===== config.mk =====
export PLATFORM = sky130hd
export DESIGN_NAME = interrupt_request_generator
export DESIGN_NICKNAME = d
export VERILOG_FILES = /design/src/rtl/interrupt_request_generator.sv
export SDC_FILE = /design/constraint.sdc
export NUM_CORES = 1
export LEC_CHECK = 0
export ABC_CLOCK_PERIOD_IN_PS = 1800
export CORE_ASPECT_RATIO = 2
export CORE_UTILIZATION = 38
export DETAILED_ROUTE_END_ITERATION = 8
export GPL_TIMING_DRIVEN = 0
export PLACE_DENSITY_LB_ADDON = 0.1
export SYNTH_ARGS = -nofsm -noshare
export SYNTH_HDL_FRONTEND = slang
export SYNTH_SLANG_ARGS = --single-unit

===== constraint.sdc =====
create_clock -name clock -period 1.8 [get_ports clock]
set_input_delay 0.54 -clock clock [delete_from_list [all_inputs] [get_ports clock]]
set_output_delay 0.54 -clock clock [all_outputs]
set_load 0.03 [all_outputs]

===== src/rtl/interrupt_request_generator.sv =====
// interrupt_request_generator: latches peripheral events as pending requests
// and presents the lowest-index enabled request of each priority class on its
// own 32-bit interrupt word until the processor acknowledges it.
// Build option: define INT_EDGE_DETECT_EN for rising-edge event detection;
// when undefined, event lines are level-sensitive.
module interrupt_request_generator #(
    parameter int unsigned word_size     = 32,
    parameter int unsigned source_count  = 8,
    parameter logic [19:0] vector_base   = 20'h00100,
    parameter int unsigned vector_stride = 16
) (
    input  logic                    clock,
    input  logic                    reset,
    input  logic [source_count-1:0] event_in,
    input  logic [source_count-1:0] enable_mask,
    input  logic [source_count-1:0] priority_mask,
    input  logic                    interrupt_ack,
    output logic [word_size-1:0]    interrupt_1,
    output logic [word_size-1:0]    interrupt_2,
    output logic [source_count-1:0] pending,
    output logic                    overflow
);

    localparam int unsigned IDX_W = (source_count > 1) ? $clog2(source_count) : 1;

    typedef enum logic [1:0] {
        IDLE    = 2'd0,
        ASSERT  = 2'd1,
        RELEASE = 2'd2
    } state_e;

    // Channel 0 drives interrupt_1 (priority_mask = 1), channel 1 drives interrupt_2.
    state_e                  state_q [2];
    state_e                  state_d [2];
    logic [IDX_W-1:0]        idx_q   [2];
    logic [IDX_W-1:0]        idx_d   [2];
    logic [source_count-1:0] cand    [2];
    logic [1:0]              ack_ch;

    logic [source_count-1:0] pending_q, pending_d;
    logic                    overflow_q, overflow_d;
    logic [source_count-1:0] fire;
    logic [source_count-1:0] clear_mask;

    function automatic logic [IDX_W-1:0] lowest_index(input logic [source_count-1:0] v);
        lowest_index = '0;
        for (int unsigned i = source_count; i > 0; i--) begin
            if (v[i-1]) lowest_index = IDX_W'(i - 1);
        end
    endfunction

    function automatic logic [word_size-1:0] make_word(input logic [IDX_W-1:0] idx);
        logic [31:0] addr;
        addr = 32'(vector_base) + 32'(idx) * 32'(vector_stride);
        make_word = '0;
        make_word[word_size-1] = 1'b1;
        make_word[19:0] = addr[19:0];
    endfunction

`ifdef INT_EDGE_DETECT_EN
    logic [source_count-1:0] event_q, event_d;

    // Previous-cycle copy of the event lines for rising-edge detection.
    always_comb begin
        event_d = event_in;
        fire    = event_in & ~event_q & enable_mask;
    end

    // Event history register.
    always_ff @(posedge clock) begin
        if (reset) event_q <= '0;
        else       event_q <= event_d;
    end
`else
    // Level-sensitive: an enabled high line requests every cycle.
    always_comb begin
        fire = event_in & enable_mask;
    end
`endif

    // Selection candidates, ack routing (channel 1 first) and the clear mask.
    always_comb begin
        cand[0]    = pending_q & enable_mask & priority_mask;
        cand[1]    = pending_q & enable_mask & ~priority_mask;
        ack_ch     = '0;
        clear_mask = '0;
        if (interrupt_ack) begin
            if (state_q[0] == ASSERT)      ack_ch[0] = 1'b1;
            else if (state_q[1] == ASSERT) ack_ch[1] = 1'b1;
        end
        for (int unsigned c = 0; c < 2; c++) begin
            if (ack_ch[c]) clear_mask[idx_q[c]] = 1'b1;
        end
    end

    // Pending/overflow update; a new event wins over a same-cycle ack clear.
    always_comb begin
        pending_d  = (pending_q & ~clear_mask) | fire;
        overflow_d = overflow_q | (|(fire & pending_q & ~clear_mask));
    end

    // Per-channel next state: latch in IDLE, hold in ASSERT, one-cycle RELEASE.
    always_comb begin
        for (int unsigned c = 0; c < 2; c++) begin
            state_d[c] = state_q[c];
            idx_d[c]   = idx_q[c];
            case (state_q[c])
                IDLE: begin
                    if (|cand[c]) begin
                        state_d[c] = ASSERT;
                        idx_d[c]   = lowest_index(cand[c]);
                    end
                end
                ASSERT:  if (ack_ch[c]) state_d[c] = RELEASE;
                RELEASE: state_d[c] = IDLE;
                default: state_d[c] = IDLE;
            endcase
        end
    end

    // State, index, pending and overflow registers.
    always_ff @(posedge clock) begin
        if (reset) begin
            for (int unsigned c = 0; c < 2; c++) begin
                state_q[c] <= IDLE;
                idx_q[c]   <= '0;
            end
            pending_q  <= '0;
            overflow_q <= 1'b0;
        end else begin
            for (int unsigned c = 0; c < 2; c++) begin
                state_q[c] <= state_d[c];
                idx_q[c]   <= idx_d[c];
            end
            pending_q  <= pending_d;
            overflow_q <= overflow_d;
        end
    end

    // Interrupt words are valid only while the channel is in ASSERT.
    always_comb begin
        interrupt_1 = '0;
        interrupt_2 = '0;
        if (state_q[0] == ASSERT) interrupt_1 = make_word(idx_q[0]);
        if (state_q[1] == ASSERT) interrupt_2 = make_word(idx_q[1]);
        pending  = pending_q;
        overflow = overflow_q;
    end

endmodule


==> results of run 1 <==
[cells in the final DEF, fill, tap and decap left out, types with 2 or more instances in the layout]
cell and instances:
sky130_fd_sc_hd__a211oi_2 2, sky130_fd_sc_hd__a21oi_1 8, sky130_fd_sc_hd__a41oi_1 4, sky130_fd_sc_hd__and2_1 5
sky130_fd_sc_hd__and3_1 5, sky130_fd_sc_hd__and3b_1 2, sky130_fd_sc_hd__buf_2 5, sky130_fd_sc_hd__buf_4 64
sky130_fd_sc_hd__buf_6 3, sky130_fd_sc_hd__clkbuf_1 3, sky130_fd_sc_hd__clkbuf_8 3, sky130_fd_sc_hd__clkdlybuf4s50_1 11
sky130_fd_sc_hd__conb_1 54, sky130_fd_sc_hd__dfxtp_1 15, sky130_fd_sc_hd__dfxtp_2 4, sky130_fd_sc_hd__dlygate4sd2_1 12
sky130_fd_sc_hd__dlymetal6s2s_1 11, sky130_fd_sc_hd__nand2_1 21, sky130_fd_sc_hd__nand2_2 2, sky130_fd_sc_hd__nand2b_1 3
sky130_fd_sc_hd__nand3_1 14, sky130_fd_sc_hd__nand3_4 2, sky130_fd_sc_hd__nand3b_1 3, sky130_fd_sc_hd__nand4_1 3
sky130_fd_sc_hd__nor2_1 15, sky130_fd_sc_hd__nor2_2 2, sky130_fd_sc_hd__nor2b_1 2, sky130_fd_sc_hd__nor3_1 4
sky130_fd_sc_hd__nor3b_1 3, sky130_fd_sc_hd__o211ai_1 4, sky130_fd_sc_hd__o21ai_0 2
[kinds of logic (layout without fill, tap and decap cells)]
family / count (synthesis) / count (layout) / synth area share
and+or+nand+nor: 93 / 93 / 0.305
buffers and inverters: 63 / 116 / 0.276
AOI/OAI and AO/OA: 39 / 39 / 0.189
DFF: 19 / 19 / 0.228
other: 1 / 54 / 0.00224
[repair_timing]
| action | CTS | global route |
|---|---|---|
| setup endpoints to repair | 23 | 13 |
| pin swaps | 4 | 5 |
| endpoints found under the hold margin | 0 | 0 |
| gates resized for setup | 64 | 30 |
| hold buffers | 0 | 0 |
| setup buffers | 4 | 1 |
[cells in the mapped netlist (4+ instances only)]
library cell,count
sky130_fd_sc_hd__a21oi_1,8
sky130_fd_sc_hd__a41oi_1,4
sky130_fd_sc_hd__and2_1,6
sky130_fd_sc_hd__and3_1,5
sky130_fd_sc_hd__buf_4,58
sky130_fd_sc_hd__dfxtp_1,19
sky130_fd_sc_hd__nand2_1,23
sky130_fd_sc_hd__nand3_1,14
sky130_fd_sc_hd__nor2_1,17
sky130_fd_sc_hd__nor3_1,4
sky130_fd_sc_hd__o211ai_1,4
[where the power goes]
part,switching [uW],internal (uW)
sequential,49.4,459
clock,161,158
combinational,399,274
total,609,891
[metal layers]
metal / up-vias / global-route usage
li1: 863 / -
met1: 772 / 0.176
met2: 84 / 0.410
met3: 17 / 0.0221
met4: 0 / 0.157
met5: - / 0
[worst min path at each step]
stage | from | to | slack (ps) | depth (start not counted)
2_1_floorplan | idx_q[0][2] | idx_q[0][2] | 480 | 2
3_3_place_gp | pending[3] | pending[3] | 510 | 2
3_5_place_dp | pending[3] | pending[3] | 510 | 2
4_1_cts | pending[3] | pending[3] | 520 | 2
5_1_grt | pending[7] | pending[7] | 560 | 2
6_report | pending[3] | pending[3] | 520 | 2
[layout make-up]
type / instances / area, sq um / area share
inverter: 2 / 10.0 / 0.00398
timing repair buffer: 49 / 467 / 0.185
tap: 52 / 65.1 / 0.0259
multi-input combinational: 186 / 1090 / 0.433
buffer: 61 / 454 / 0.181
clock buffer: 4 / 45.0 / 0.0179
sequential: 19 / 385 / 0.153
[worst max-delay path, delay by kind of cell, from the launching register on]
kind / cells / cell delay (ps)
and+or+nand+nor: 1 / 140
buffers and inverters: 4 / 480
DFF: 1 / 320
[through the flow]
stage / setup TNS (ps) / total power, uW / setup slack (ps) / util / hold slack (ps)
2_1_floorplan: 0 / 987 / 94.1 / - / 481
3_3_place_gp: -4320 / 1170 / -438 / 0.570 / 506
5_1_grt: 0 / 1570 / 2.06 / 0.603 / 557
3_5_place_dp: -4680 / 1170 / -466 / 0.570 / 515
4_1_cts: 0 / 1470 / 0.871 / 0.581 / 524
6_report: 0 / 1500 / 43.5 / 0.603 / 523
[flip-flops by register name, indices dropped and copies added, names as in the netlist]
| signal | count |
|---|---|
| idx_q | 6 |
| overflow | 1 |
| pending | 8 |
| state_q | 4 |
==> results.cfg, run 1 <==
[finish]
num-fill-cells = 424
layout.cells.non_filler = 373
syn_to_final_growth_pct = 50.5
layout-drive-gt1-share = 0.315
final_cell_area_sq_mm = 0.00252
final_nets = 349
diodes = 0

[power_and_ir_drop]
power.leakage_uw = 0.00132
irDropWorstVdd_uv = 431
power_density_mw_per_mm2 = 596

[global_routing]
antenna_found_initial = 0
overflow_left_after_global_routing = 0
grt_pass1_vias = 1547
track_usage = 0.203
grt_first_pass_wirelength_mm = 7.08
grt_start_max_net_pins = 11

[placement]
dp_hpwl_mm = 3.88
gp_congestion = 0.919
port_buffers = 44
place_inst = 364
postPlaceCellArea_sq_mm = 0.00238

[synthesis]
synthCells = 215
synth_top_cells_by_area = sky130_fd_sc_hd__buf_4 26%, sky130_fd_sc_hd__dfxtp_1 23%, sky130_fd_sc_hd__nand2_1 5.2%, sky130_fd_sc_hd__nand3_1 4.2%, sky130_fd_sc_hd__nor2_1 3.8%
syn_area_sq_mm = 0.00167
yosys_warnings = 0
synth_cell_types = 47
synth.yosys.seq_area_share = 0.228
synth_top_area_frac = 0.260
synth-edff-count = 0
syn_area_per_cell_sq_um = 7.77
most_used_flip_flop_cell_after_synthesis = sky130_fd_sc_hd__dfxtp_1
synth-seq-cells = 19
synth_area_leader_cell = sky130_fd_sc_hd__buf_4
synth_async_sr_flop_share = 0

[routing]
route.layer.met1.wl_mm = 1.58
wl_met2_mm = 2.69
route.antenna.remaining_nets = 0
drt_drc_violations_left = 0
dr_wl_met3_microns = 269
avgRoutedWirePerCell_microns = 12.7
detail_route.vias_per_cell = 4.65
detail_route.first_pass.iterations = 4
drt_first_iter_violations = 62
maxUsedRoutingLayer = met4
drt-total-wl_mm = 4.75
dr_total_vias = 1736

[die]
fp.dieH_microns = 95.8
initial_utilization = 0.401
rows = 33
die_w_microns = 48.9
die-area_sq_mm = 0.00468
ioPinCount = 100
placeableCoreArea_sq_mm = 0.00417

[worst_setup_path]
timing.reg2reg.setup_slack_ps = 250
capturing_element_of_the_worst_setup_path = interrupt_1[31]
startpoint = state_q[0][1]
critPathLaunchType = flip-flop
path_max_fanout = 8
worst-endpoint-required_ps = 1260
timing.rr.end = idx_q[0][5]
r2r-start = pending[3]
critical_path.max_stage_delay_ps = 320
rr_worst_depth = 5
data_arrival_time_of_the_worst_path_ps = 1220
cp_cell_sequence = nand2b_1, buf_6, inv_4, buf_4, buf_2
setup.worst_path.class = flip-flop to output pin
end_kind = output pin
cpMaxStageDelayCell = sky130_fd_sc_hd__dfxtp_2

[clocking]
cts_num_sinks = 19
h-tree-depth = 1
cts_made_buffers = 3
tritoncts_clock_tree = done
cts.path.max_buffers = 2
cts_root_buf = sky130_fd_sc_hd__clkbuf_8
worst_skew_late_latency_ps = 270
path_clk_slew_ps = 80

[sta]
min_period_over_period = 0.976
worst_slew_margin_rel = 0.619
achievable-frequency_mhz = 569
fin_worst_skew_ps = 2.74
grt_setup_unrepaired = yes
slew_viol_final = 0
report.final.hold_viol_count = 0
worst_slew_pin_slew_ps = 571
period_needed_ps = 1760
setup_viol = 0

[run_status]
run_status = complete, no violations

[run]
maxCapViolCount = 0

[min_path]
min-delay-path-class = flip-flop to flip-flop
(Power assumes the default switching activity.)
==> inputs of run 2 (changes only) <==
--- a/config.mk
+++ b/config.mk
@@ -10,7 +10,9 @@
 export CORE_UTILIZATION = 38
 export DETAILED_ROUTE_END_ITERATION = 8
 export GPL_TIMING_DRIVEN = 0
+export HOLD_SLACK_MARGIN = 0.05
 export PLACE_DENSITY_LB_ADDON = 0.1
+export SKIP_CTS_REPAIR_TIMING = 1
 export SYNTH_ARGS = -nofsm -noshare
 export SYNTH_HDL_FRONTEND = slang
 export SYNTH_SLANG_ARGS = --single-unit
==> run 2 against run 1 <==
The run now ends with setup timing left. Sequential power is essentially flat. Non-clock buffer count is 1 lower. Largest power group unchanged. Count of clock-buffer cells in the layout is the same. Critical endpoint is now idx_q[0][5]. Clock skew is essentially flat. Wire length decreased by 0.82%.
==> results.cfg, run 2 (same netlist as run 1, synthesis figures left out) <==
[power_and_ir_drop]
irDropWorstVdd_uv = 429
power_density_mw_per_mm2 = 601
power.leakage_uw = 0.00136

[die]
initial_utilization = 0.401
rows = 33
placeableCoreArea_sq_mm = 0.00417
fp.dieH_microns = 95.8
die-area_sq_mm = 0.00468
die_w_microns = 48.9
ioPinCount = 100

[worst_setup_path]
path_max_fanout = 5
worst-endpoint-required_ps = 1930
startpoint = priority_mask[2]
rr_worst_depth = 6
r2r-start = state_q[0][2]
setup.worst_path.class = input pin to flip-flop
timing.reg2reg.setup_slack_ps = 230
data_arrival_time_of_the_worst_path_ps = 1990
critPathLaunchType = input pin
capturing_element_of_the_worst_setup_path = idx_q[0][5]
timing.rr.end = overflow
end_kind = flip-flop

[global_routing]
grt_pass1_vias = 1486
track_usage = 0.196
antenna_found_initial = 0
grt_first_pass_wirelength_mm = 6.79
grt_start_max_net_pins = 11
overflow_left_after_global_routing = 0

[placement]
dp_hpwl_mm = 3.88
dpl_worst_slack_ps = -466
port_buffers = 44
gp_congestion = 0.919

[sta]
report.final.hold_viol_count = 0
grt_setup_unrepaired = yes
period_needed_ps = 1860
worst_slew_pin_slew_ps = 569
achievable-frequency_mhz = 538
min_period_over_period = 1.03
slew_viol_final = 0
worst_slew_margin_rel = 0.620
setup_tns_ps = -162
timing.final.ws_setup_ps = -58.3
fin_worst_skew_ps = 2.76
setup_viol = 6

[finish]
layout-drive-gt1-share = 0.300
leading_cell_types_in_the_layout_fill_and_taps_excluded = 63 x sky130_fd_sc_hd__buf_4, 54 x sky130_fd_sc_hd__conb_1, 23 x sky130_fd_sc_hd__nand2_1
largest_reg_flops = 8
final_core_util = 0.599
final_nets = 348
diodes = 0
num-fill-cells = 411
syn_to_final_growth_pct = 49.5
final_common_cell = sky130_fd_sc_hd__buf_4

[clocking]
cts.path.max_buffers = 2
cts_num_sinks = 19
h-tree-depth = 1
tritoncts_clock_tree = done
path_clk_slew_ps = 70
worst_skew_late_latency_ps = 260
cts_made_buffers = 3
cts_root_buf = sky130_fd_sc_hd__clkbuf_8

[routing]
detail_route.vias_per_cell = 4.63
route.antenna.remaining_nets = 0
drt_drc_violations_left = 0
drt_first_iter_violations = 46
avgRoutedWirePerCell_microns = 12.7
drt-total-wl_mm = 4.71
detail_route.first_pass.iterations = 4
dr_total_vias = 1724

[run_status]
violated_checks = setup timing
run_status = finished with violations

[run]
maxCapViolCount = 0

[min_path]
min-delay-path-class = flip-flop to flip-flop
[run 2: cell count changes in the layout (fill, tap and decap cells not counted), sizes merged]
cell	delta
dlygate4sd2	-12
clkdlybuf4s50	+8
buf	-7
clkbuf	+7
dlymetal6s2s	+5
clkdlybuf4s15	-2
[run 2: critical path, stage by stage]
cell	delay, ps
sky130_fd_sc_hd__clkdlybuf4s50_1	470
sky130_fd_sc_hd__nand3b_2	160
sky130_fd_sc_hd__o2111ai_2	150
sky130_fd_sc_hd__o41a_1	450
sky130_fd_sc_hd__nor2_2	170
sky130_fd_sc_hd__a211oi_2	50
[run 2: power by group]
group | switching, uW | leakage (uW) | internal, uW | total, uW
logic | 395 | 0.00118 | 284 | 679
clock network | 157 | 0.0000228 | 158 | 315
registers | 49.4 | 0.000157 | 458 | 507
[run 2: worst min-delay path by stage]
| stage | startpoint | to | slack, ps | depth (start not counted) |
|---|---|---|---|---|
| 4_1_cts | pending[3] | pending[3] | 530 | 2 |
| 3_5_place_dp | pending[3] | pending[3] | 510 | 2 |
| 6_report | pending[3] | pending[3] | 530 | 2 |
| 5_1_grt | pending[7] | pending[7] | 560 | 2 |
| 3_3_place_gp | pending[3] | pending[3] | 510 | 2 |
| 2_1_floorplan | idx_q[0][2] | idx_q[0][2] | 480 | 2 |
[run 2: cell type report]
type,instances,area [sq um],share of cell area
repair buffers,48,478,0.191
flip-flops and latches,19,383,0.153
clock buffers,4,45.0,0.0180
inverters,2,7.51,0.00300
well taps,52,65.1,0.0260
multi-input cells,186,1070,0.427
plain buffers,61,454,0.182
[run 2: layer usage]
| metal | share of wire | vias up | global-route usage |
|---|---|---|---|
| li1 | - | 866 | - |
| met1 | 0.33 | 771 | 0.172 |
| met2 | 0.57 | 75 | 0.388 |
| met3 | 0.054 | 12 | 0.0221 |
| met4 | 0.040 | 0 | 0.159 |
| met5 | 0 | - | 0 |
[run 2: through the flow]
step,instances,power (uW),hold WS (ps),cell area (sq um)
floorplan,268,987,481,1870
finish,372,1500,527,2500
detailed placement,364,1170,515,2380
global placement,364,1170,506,2380
global route,372,1580,558,2500
CTS,368,1480,526,2420
==> inputs of run 3 (changes only) <==
--- a/config.mk
+++ b/config.mk
@@ -11,7 +11,7 @@
 export DETAILED_ROUTE_END_ITERATION = 8
 export GPL_TIMING_DRIVEN = 0
 export HOLD_SLACK_MARGIN = 0.05
-export PLACE_DENSITY_LB_ADDON = 0.1
+export PLACE_DENSITY = 0.81
 export SKIP_CTS_REPAIR_TIMING = 1
 export SYNTH_ARGS = -nofsm -noshare
 export SYNTH_HDL_FRONTEND = slang
==> run 3 against run 2 <==
The run still ends with setup timing left. Count of clock-buffer cells in the layout unchanged. Flip-flop and latch count unchanged. Total power decreased by 0.97%. Utilization decreased by 0.36 points. Worst hold slack got worse by 5.5 ps. Register-to-register slack got worse by 170 ps.
==> results.cfg, run 3 (same netlist as run 1, synthesis figures left out) <==
[run_status]
run_status = finished with violations
violated_checks = setup timing

[worst_setup_path]
critPathLaunchType = input pin
critical_path.max_stage_delay_ps = 510
cp_cell_sequence = clkdlybuf4s50_1, nand3b_4, o2111ai_2, o41a_1, nor2_1, a211oi_1
end_kind = flip-flop
cp.buffers_inverters = 1
path_max_fanout = 5
data_arrival_time_of_the_worst_path_ps = 2000
worst-endpoint-required_ps = 1930
cp_top_family = compound AO/OA/AOI/OAI gates
setup.worst_path.class = input pin to flip-flop
cpMaxStageDelayCell = sky130_fd_sc_hd__clkdlybuf4s50_1

[finish]
layout-drive-gt1-share = 0.291
leading_cell_types_in_the_layout_fill_and_taps_excluded = 64 x sky130_fd_sc_hd__buf_4, 54 x sky130_fd_sc_hd__conb_1, 23 x sky130_fd_sc_hd__nand2_1, 23 x sky130_fd_sc_hd__clkdlybuf4s50_1, 18 x sky130_fd_sc_hd__dfxtp_1
largest_reg_flops = 8
final_common_cell = sky130_fd_sc_hd__buf_4
syn_to_final_growth_pct = 48.6
final_nets = 348
diodes = 0

[clocking]
cts_root_buf = sky130_fd_sc_hd__clkbuf_8
tritoncts_clock_tree = done
cts_made_buffers = 3
worst_skew_late_latency_ps = 260
cts.path.max_buffers = 2
h-tree-depth = 1
path_clk_slew_ps = 70
cts_num_sinks = 19

[routing]
detail_route.first_pass.iterations = 4
drt_drc_violations_left = 0
detail_route.vias_per_cell = 4.61
avgRoutedWirePerCell_microns = 12.6
drt_first_iter_violations = 47
drt-total-wl_mm = 4.71
route.antenna.remaining_nets = 0
dr_total_vias = 1715

[die]
placeableCoreArea_sq_mm = 0.00417
rows = 33
die_w_microns = 48.9
fp.dieH_microns = 95.8
initial_utilization = 0.401
ioPinCount = 100
die-area_sq_mm = 0.00468

[power_and_ir_drop]
irDropWorstVdd_uv = 409
power.leakage_uw = 0.00133
netSwitchingFraction = 0.397
netSwitchingPower_uw = 591
seqPwrFrac = 0.339
power.internal_uw = 896
power.share.clock = 0.206
share_comb_of_total_power = 0.454
power_density_mw_per_mm2 = 599

[run]
maxCapViolCount = 0

[placement]
port_buffers = 44
gp_congestion = 0.942
dpl_worst_slack_ps = -506
dp_hpwl_mm = 3.84

[sta]
setup_viol = 4
worst_slew_margin_rel = 0.651
achievable-frequency_mhz = 535
slew_viol_final = 0
grt_setup_unrepaired = yes
report.final.hold_viol_count = 0
fin_worst_skew_ps = 1.25
worst_slew_pin_slew_ps = 524
timing.final.ws_setup_ps = -70.5
min_period_over_period = 1.04
period_needed_ps = 1870
final.hold.worst_slack_ps = 522

[global_routing]
track_usage = 0.190
overflow_left_after_global_routing = 0
grt_first_pass_wirelength_mm = 6.78
antenna_found_initial = 0
grt_start_max_net_pins = 11
grt_pass1_vias = 1527

[min_path]
min-delay-path-class = flip-flop to flip-flop
run 3: stage by stage:
| step | util | instances | TNS, ps | area [sq um] | power (uW) |
|---|---|---|---|---|---|
| 5_1_grt | 0.596 | 372 | -626 | 2480 | 1550 |
| 2_1_floorplan | - | 268 | 0 | 1870 | 987 |
| 3_3_place_gp | 0.570 | 364 | -4490 | 2380 | 1160 |
| 3_5_place_dp | 0.570 | 364 | -4600 | 2380 | 1170 |
| 6_report | 0.596 | 372 | -241 | 2480 | 1490 |
| 4_1_cts | 0.581 | 368 | -6710 | 2420 | 1460 |
run 3: worst paths after layout:
path | endpoint | start | slack [ps] | cells past startpoint
worst max-delay path | idx_q[0][4] | priority_mask[2] | -70 | 6
worst min-delay path | pending[3] | pending[3] | 520 | 2
worst max register to register | overflow | state_q[0][2] | 60 | 7
worst min register to register | pending[3] | pending[3] | 520 | 2
run 3: cell type report:
cell class / count / area [sq um]
Fill cell: 423 / 1690
Inverter: 2 / 7.51
Clock buffer: 4 / 45.0
Buffer: 61 / 454
Tap cell: 52 / 65.1
Multi-Input combinational cell: 186 / 1070
Sequential cell: 19 / 382
Timing Repair Buffer: 48 / 459
run 3: routing by layer:
metal	share of wire	wire, microns	vias up	track usage
li1	-	-	865	-
met3	0.063	297	16	0.0126
met5	0	0	-	0
met4	0.047	219	0	0.154
met2	0.55	2610	92	0.388
met1	0.34	1580	742	0.162
run 3: power by group through the flow:
| stage | clock, uW | combinational (uW) | sequential (uW) |
|---|---|---|---|
| 6_report | 307 | 675 | 504 |
| 5_1_grt | 322 | 716 | 508 |
| 4_1_cts | 304 | 657 | 501 |
| 3_5_place_dp | 0 | 656 | 511 |
| 3_3_place_gp | 0 | 650 | 510 |
| 2_1_floorplan | 0 | 458 | 529 |
run 3: worst register-to-register path, delay by kind of cell (launching register included):
kind,cells,cell delay [ps]
compound gates,3,650
flops,1,380
simple gates,2,330
buf+inv,2,230
